$ cat src/rtl/mem_stage_pkg.sv
// Shared types and defaults for the memory pipeline stage.
package mem_stage_pkg;

    typedef enum logic [1:0] {
        ST_IDLE   = 2'd0,
        ST_WAIT   = 2'd1,
        ST_HALTED = 2'd2
    } mem_state_t;

    localparam int TIMEOUT_DEFAULT = 64;

    function automatic logic is_misaligned(input logic [15:0] addr);
        return addr[0];
    endfunction

endpackage

$ cat src/rtl/mem_timeout_ctr.sv
// Saturating access-age counter; flags the last permitted WAIT cycle.
module mem_timeout_ctr #(
    parameter int LIMIT = 64
) (
    input  logic clk,
    input  logic rst,
    input  logic clear,
    input  logic enable,
    output logic expired
);

    localparam int CW = (LIMIT > 1) ? $clog2(LIMIT) : 1;
    localparam logic [CW-1:0] LAST = CW'(LIMIT - 1);

    logic [CW-1:0] cnt;

    always_ff @(posedge clk or negedge rst) begin
        if (!rst) begin
            cnt <= '0;
        end else if (clear) begin
            cnt <= '0;
        end else if (enable && (cnt != LAST)) begin
            cnt <= cnt + 1'b1;
        end
    end

    assign expired = enable && (cnt == LAST);

endmodule

$ cat src/rtl/mem_stage.sv
// Memory stage: issues loads/stores to a stallable memory and registers MEM/WB.
//  state  | meaning
//  IDLE   | accepting EX/MEM; single-cycle ops and zero-wait accesses finish here
//  WAIT   | request outstanding, pipeline frozen, age counter running
//  HALTED | halt retired; pipeline frozen until reset
module mem_stage
    import mem_stage_pkg::*;
#(
    parameter int TIMEOUT = TIMEOUT_DEFAULT
) (
    input  logic        clk,
    input  logic        rst,
    input  logic        valid_m,
    input  logic [15:0] Addr_m,
    input  logic [15:0] WriteData_m,
    input  logic        MemRead_m,
    input  logic        MemWrite_m,
    input  logic        MemToReg_m,
    input  logic        RegWrite_m,
    input  logic [2:0]  WbReg_m,
    input  logic        halt_m,
    output logic        mem_en,
    output logic        mem_wr,
    output logic [15:0] mem_addr,
    output logic [15:0] mem_wdata,
    input  logic [15:0] mem_rdata,
    input  logic        mem_done,
    output logic        stall_m,
    output logic        wb_valid,
    output logic [15:0] wb_data,
    output logic [2:0]  wb_reg,
    output logic        wb_regwrite,
    output logic        halt_wb,
    output logic        err_wb
);

    mem_state_t state, state_nxt;

    logic [15:0] cap_addr, cap_wdata;
    logic        cap_wr, cap_load_sel, cap_regwrite;
    logic [2:0]  cap_reg;
    logic        capture;

    logic        req_en, req_wr, stall_int;
    logic [15:0] req_addr, req_wdata;

    logic        wb_valid_n, wb_regwrite_n, halt_wb_n, err_wb_n;
    logic [15:0] wb_data_n;
    logic [2:0]  wb_reg_n;

    logic        expired;
    logic        mem_op;

    assign mem_op = MemRead_m | MemWrite_m;

    mem_timeout_ctr #(.LIMIT(TIMEOUT)) u_timeout (
        .clk     (clk),
        .rst     (rst),
        .clear   (state_nxt != ST_WAIT),
        .enable  (state == ST_WAIT),
        .expired (expired)
    );

    always_ff @(posedge clk or negedge rst) begin
        if (!rst) begin
            state <= ST_IDLE;
        end else begin
            state <= state_nxt;
        end
    end

    always_comb begin
        state_nxt     = state;
        capture       = 1'b0;
        req_en        = 1'b0;
        req_wr        = 1'b0;
        req_addr      = '0;
        req_wdata     = '0;
        stall_int     = 1'b0;
        wb_valid_n    = 1'b0;
        wb_data_n     = '0;
        wb_reg_n      = '0;
        wb_regwrite_n = 1'b0;
        halt_wb_n     = 1'b0;
        err_wb_n      = 1'b0;

        case (state)
            ST_IDLE: begin
                wb_data_n = Addr_m;
                wb_reg_n  = WbReg_m;
                if (valid_m) begin
                    if (halt_m) begin
                        wb_valid_n    = 1'b1;
                        wb_regwrite_n = RegWrite_m;
                        halt_wb_n     = 1'b1;
                        state_nxt     = ST_HALTED;
                    end else if (!mem_op) begin
                        wb_valid_n    = 1'b1;
                        wb_regwrite_n = RegWrite_m;
                    end else if (is_misaligned(Addr_m)) begin
                        wb_valid_n = 1'b1;
                        err_wb_n   = 1'b1;
                    end else begin
                        req_en    = 1'b1;
                        req_wr    = MemWrite_m;
                        req_addr  = Addr_m;
                        req_wdata = WriteData_m;
                        if (mem_done) begin
                            wb_valid_n    = 1'b1;
                            wb_regwrite_n = RegWrite_m;
                            if (MemRead_m && MemToReg_m) wb_data_n = mem_rdata;
                        end else begin
                            stall_int = 1'b1;
                            capture   = 1'b1;
                            state_nxt = ST_WAIT;
                        end
                    end
                end
            end
            ST_WAIT: begin
                req_en    = 1'b1;
                req_wr    = cap_wr;
                req_addr  = cap_addr;
                req_wdata = cap_wdata;
                wb_data_n = cap_addr;
                wb_reg_n  = cap_reg;
                // A completion in the last permitted cycle beats the timeout.
                if (mem_done) begin
                    wb_valid_n    = 1'b1;
                    wb_regwrite_n = cap_regwrite;
                    if (cap_load_sel) wb_data_n = mem_rdata;
                    state_nxt     = ST_IDLE;
                end else if (expired) begin
                    wb_valid_n = 1'b1;
                    err_wb_n   = 1'b1;
                    state_nxt  = ST_IDLE;
                end else begin
                    stall_int = 1'b1;
                end
            end
            ST_HALTED: begin
                stall_int = 1'b1;
            end
            default: begin
                state_nxt = ST_IDLE;
            end
        endcase
    end

    always_ff @(posedge clk or negedge rst) begin
        if (!rst) begin
            cap_addr     <= '0;
            cap_wdata    <= '0;
            cap_wr       <= 1'b0;
            cap_load_sel <= 1'b0;
            cap_regwrite <= 1'b0;
            cap_reg      <= '0;
        end else if (capture) begin
            cap_addr     <= Addr_m;
            cap_wdata    <= WriteData_m;
            cap_wr       <= MemWrite_m;
            cap_load_sel <= MemRead_m & MemToReg_m;
            cap_regwrite <= RegWrite_m;
            cap_reg      <= WbReg_m;
        end
    end

    always_ff @(posedge clk or negedge rst) begin
        if (!rst) begin
            wb_valid    <= 1'b0;
            wb_data     <= '0;
            wb_reg      <= '0;
            wb_regwrite <= 1'b0;
            halt_wb     <= 1'b0;
            err_wb      <= 1'b0;
        end else begin
            wb_valid    <= wb_valid_n;
            wb_data     <= wb_data_n;
            wb_reg      <= wb_reg_n;
            wb_regwrite <= wb_regwrite_n;
            halt_wb     <= halt_wb_n;
            err_wb      <= err_wb_n;
        end
    end

    // Reset must silence the memory and the upstream freeze without waiting for a clock.
    assign mem_en    = rst & req_en;
    assign stall_m   = rst & stall_int;
    assign mem_wr    = req_wr;
    assign mem_addr  = req_addr;
    assign mem_wdata = req_wdata;

endmodule
$ cat config.mk
export PLATFORM = sky130hd
export DESIGN_NAME = mem_stage
export DESIGN_NICKNAME = d
export VERILOG_FILES = /design/src/rtl/mem_stage_pkg.sv /design/src/rtl/mem_timeout_ctr.sv /design/src/rtl/mem_stage.sv
export SDC_FILE = /design/constraint.sdc
export NUM_CORES = 1
export LEC_CHECK = 0
export CORE_MARGIN = 2
export CORE_UTILIZATION = 49
export CTS_BUF_LIST = sky130_fd_sc_hd__clkbuf_2
export DETAILED_ROUTE_END_ITERATION = 12
export PLACE_DENSITY = 0.86
export SLEW_MARGIN = 30
export SYNTH_ARGS = -nofsm -noshare
export SYNTH_HDL_FRONTEND = slang
export SYNTH_HIERARCHICAL = 1
export SYNTH_SLANG_ARGS = --single-unit
$ cat constraint.sdc
create_clock -name clk -period 2.8 [get_ports clk]
set_input_delay 0.7 -clock clk [delete_from_list [all_inputs] [get_ports clk]]
set_output_delay 0.7 -clock clk [all_outputs]
set_load 0.02 [all_outputs]
==> results.cfg <==
[power_and_ir_drop]
power_leakage_uw = 0.002403
power_density_nw_per_um2 = 332.6
total_power_uw = 1824
peakVddDrop_mv = 0.2109

[setup_path]
cp.buffers_inverters = 2
cp.required_ns = 2.10
crit_type = in2out
start_kind = primary input
end_kind = primary output
critPathArrivalTime_ns = 2.03
cp_max_fo = 2
crit_path_top_delay_cell = or4_4
slowest_delay_ns = 0.55
crit_family = buffers and inverters
cp_cell_sequence = clkdlybuf4s50_1, or4_4, a21boi_2, buf_4

[synth]
postSynthAreaPerCell_sq_um = 9.410
synth-seq-cells = 69
synthTopCellsByArea = dfrtp_1, mux2_1, mux2_2
synth-edff-count = 0
synth-async-reset-ratio_pct = 100.0
yosys.area.top_type = dfrtp_1
synth_cells = 409
synth.distinct_cells = 43
synth_top_area_share_pct = 44.86
synth-seq-area-share_pct = 44.86
yosysWarnings = 6
syn-num-nets = 470
netlist_area_sq_um = 3849
ys.flop_type = dfrtp_1

[die]
die_height_um = 92.63
die_x_um = 92.63
start_util_pct = 50.07
pin_count = 118
dieArea_sq_um = 8579
core_area_sq_um = 7687
placementRows = 32

[clock_tree]
htree_num_levels = 3
root_buffer = clkbuf_2
cts_tree = built
clock-sinks = 69
cts_buffers = 9
path_clk_slew_ns = 0.19
clk_latency_ns = 0.49
clockBufferDepth = 2

[placement]
port_buffers = 117
hpwlAfterDp_mm = 7.682
dp_cells = 627
place.gp.congestion = 0.8382
place_ws_ns = -0.7572

[final_layout]
diodes = 0
utilization_pct = 71.32
area_growth_pct = 42.46
regArea_sq_um = 1732
final_cell_mix = clkdlybuf4s50_1, dfrtp_1, buf_4, nand2_1
final_cells = 656
layout-drive-gt1-share_pct = 26.17
mostFrequentLayoutCell = clkdlybuf4s50_1
nFillCells = 604
reg_top3 = cap_addr x16, cap_wdata x16, wb_data x16
multi_input_area_sq_um = 1961
fin_nets = 611

[global_routing]
antenna_found_initial = 0
overflow = 0
grt_pass1_wl_mm = 19.46
grt_max_degree = 59
grt_usage_pct = 28.47
grt_pass1_vias = 3871

[status]
status = completed

[timing]
setup_tns_ns = 0
worstMarginPinSlew_ns = 0.7088
relSlewSlack_pct = 52.25
clock.fmax_mhz = 365.8
drv_slew = 0
rsz0062_at_grt = no
finalHoldViolCount = 0
setup_ws_ns = 0.06621
fin_crit_sh_pct = 97.64
setup_violations = 0
min_period_ns = 2.734
skew_ns = 0.01822

[routing]
first_iter_violations = 439
drc_errors = 0
vias = 4078
avgViaCountPerCell = 6.216
first_pass_iters = 5
antenna_left = 0
detail_route.wl_per_cell_um = 18.47
drt_wl_total_mm = 12.12

[min_path]
hp-class = reg2reg

[flow_run]
max_cap_viol_count = 0
[power by group]
part	switching, uW	internal, uW
clock	342	110
sequential	32.7	1040
combinational	133	167
[cells in the mapped netlist (all sizes together) (2+ instances only)]
| cell type | instances |
|---|---|
| a211oi | 16 |
| a21boi | 2 |
| a21oi | 39 |
| a311oi | 16 |
| a31oi | 3 |
| and2 | 3 |
| and3 | 19 |
| buf | 19 |
| clkbuf | 24 |
| dfrtp | 69 |
| inv | 5 |
| mux2 | 36 |
| mux2i | 4 |
| nand2 | 40 |
| nand3 | 23 |
| nand4 | 33 |
| nor2 | 12 |
| nor2b | 5 |
| nor3 | 3 |
| nor3b | 4 |
| o21ai | 17 |
| o311ai | 3 |
[stage by stage]
| stage | hold slack [ns] | instance area [sq um] |
|---|---|---|
| floorplan | 0.4044 | 3849 |
| global placement | 0.4738 | 5344 |
| detailed placement | 0.4858 | 5344 |
| CTS | 0.5267 | 5454 |
| global route | 0.5472 | 5483 |
| finish | 0.5216 | 5483 |
[worst paths after layout]
path | startpoint | end | slack, ns | cells past startpoint
setup / recovery | mem_done | stall_m | 0.07 | 4
hold / removal | cap_wdata[12]$_DFFE_PN0N_ | cap_wdata[12]$_DFFE_PN0N_ | 0.52 | 1
setup reg to reg | u_timeout/cnt[0]$_DFFE_PN0P_ | u_timeout/cnt[0]$_DFFE_PN0P_ | 0.41 | 9
hold reg to reg | cap_wdata[12]$_DFFE_PN0N_ | cap_wdata[12]$_DFFE_PN0N_ | 0.52 | 1
max in group asynchronous | rst | state[0]$_DFF_PN0_ | 1.32 | 3
min in group asynchronous | rst | wb_data[8]$_DFF_PN0_ | 0.56 | 2
[worst reg2reg max path: stages, from the launching register on]
cell      delay, ns
dfrtp_2        0.43
ha_2           0.23
nand3_1        0.13
nor2_2         0.19
buf_4          0.13
nor2_1         0.04
o21ai_0        0.59
nor2_1         0.16
a31oi_1        0.24
o311ai_1       0.14
[layout make-up]
type / instances / area share [%]
clock buffer: 11 / 1.004
multi-input combinational: 292 / 35.76
tap: 102 / 2.328
timing repair buffer: 173 / 28.69
clock inverter: 4 / 0.2967
sequential: 69 / 31.58
inverter: 5 / 0.3423
[layer usage]
layer / vias up / part of all wire, % / track usage, %
li1: 1820 / - / -
met1: 1975 / 40 / 36.49
met2: 255 / 49 / 47.69
met3: 28 / 9.6 / 6.591
met4: 0 / 2.1 / 9.681
met5: - / 0 / 0
[kinds of logic (layout without fill, tap and decap cells)]
family | after synthesis | after routing | share of synthesized area [%]
buffers and inverters | 48 | 193 | 5.689
muxes | 40 | 40 | 11.57
AOI/OAI and AO/OA | 103 | 103 | 17.10
adders and majority gates | 1 | 1 | 0.3250
DFF | 69 | 69 | 44.86
and+or+nand+nor | 148 | 148 | 20.45
[timing repair]
| item | in CTS | in global routing |
|---|---|---|
| setup endpoints to repair | 35 | 30 |
| endpoints found under the hold margin | 7 | 0 |
| gates resized for setup | 177 | 19 |
| gates cloned | 2 | 0 |
| buffers inserted | 8 | 4 |
| hold buffers | 1 | 0 |
| pin swaps | 17 | 5 |
Power figures use the tool's default switching activity.
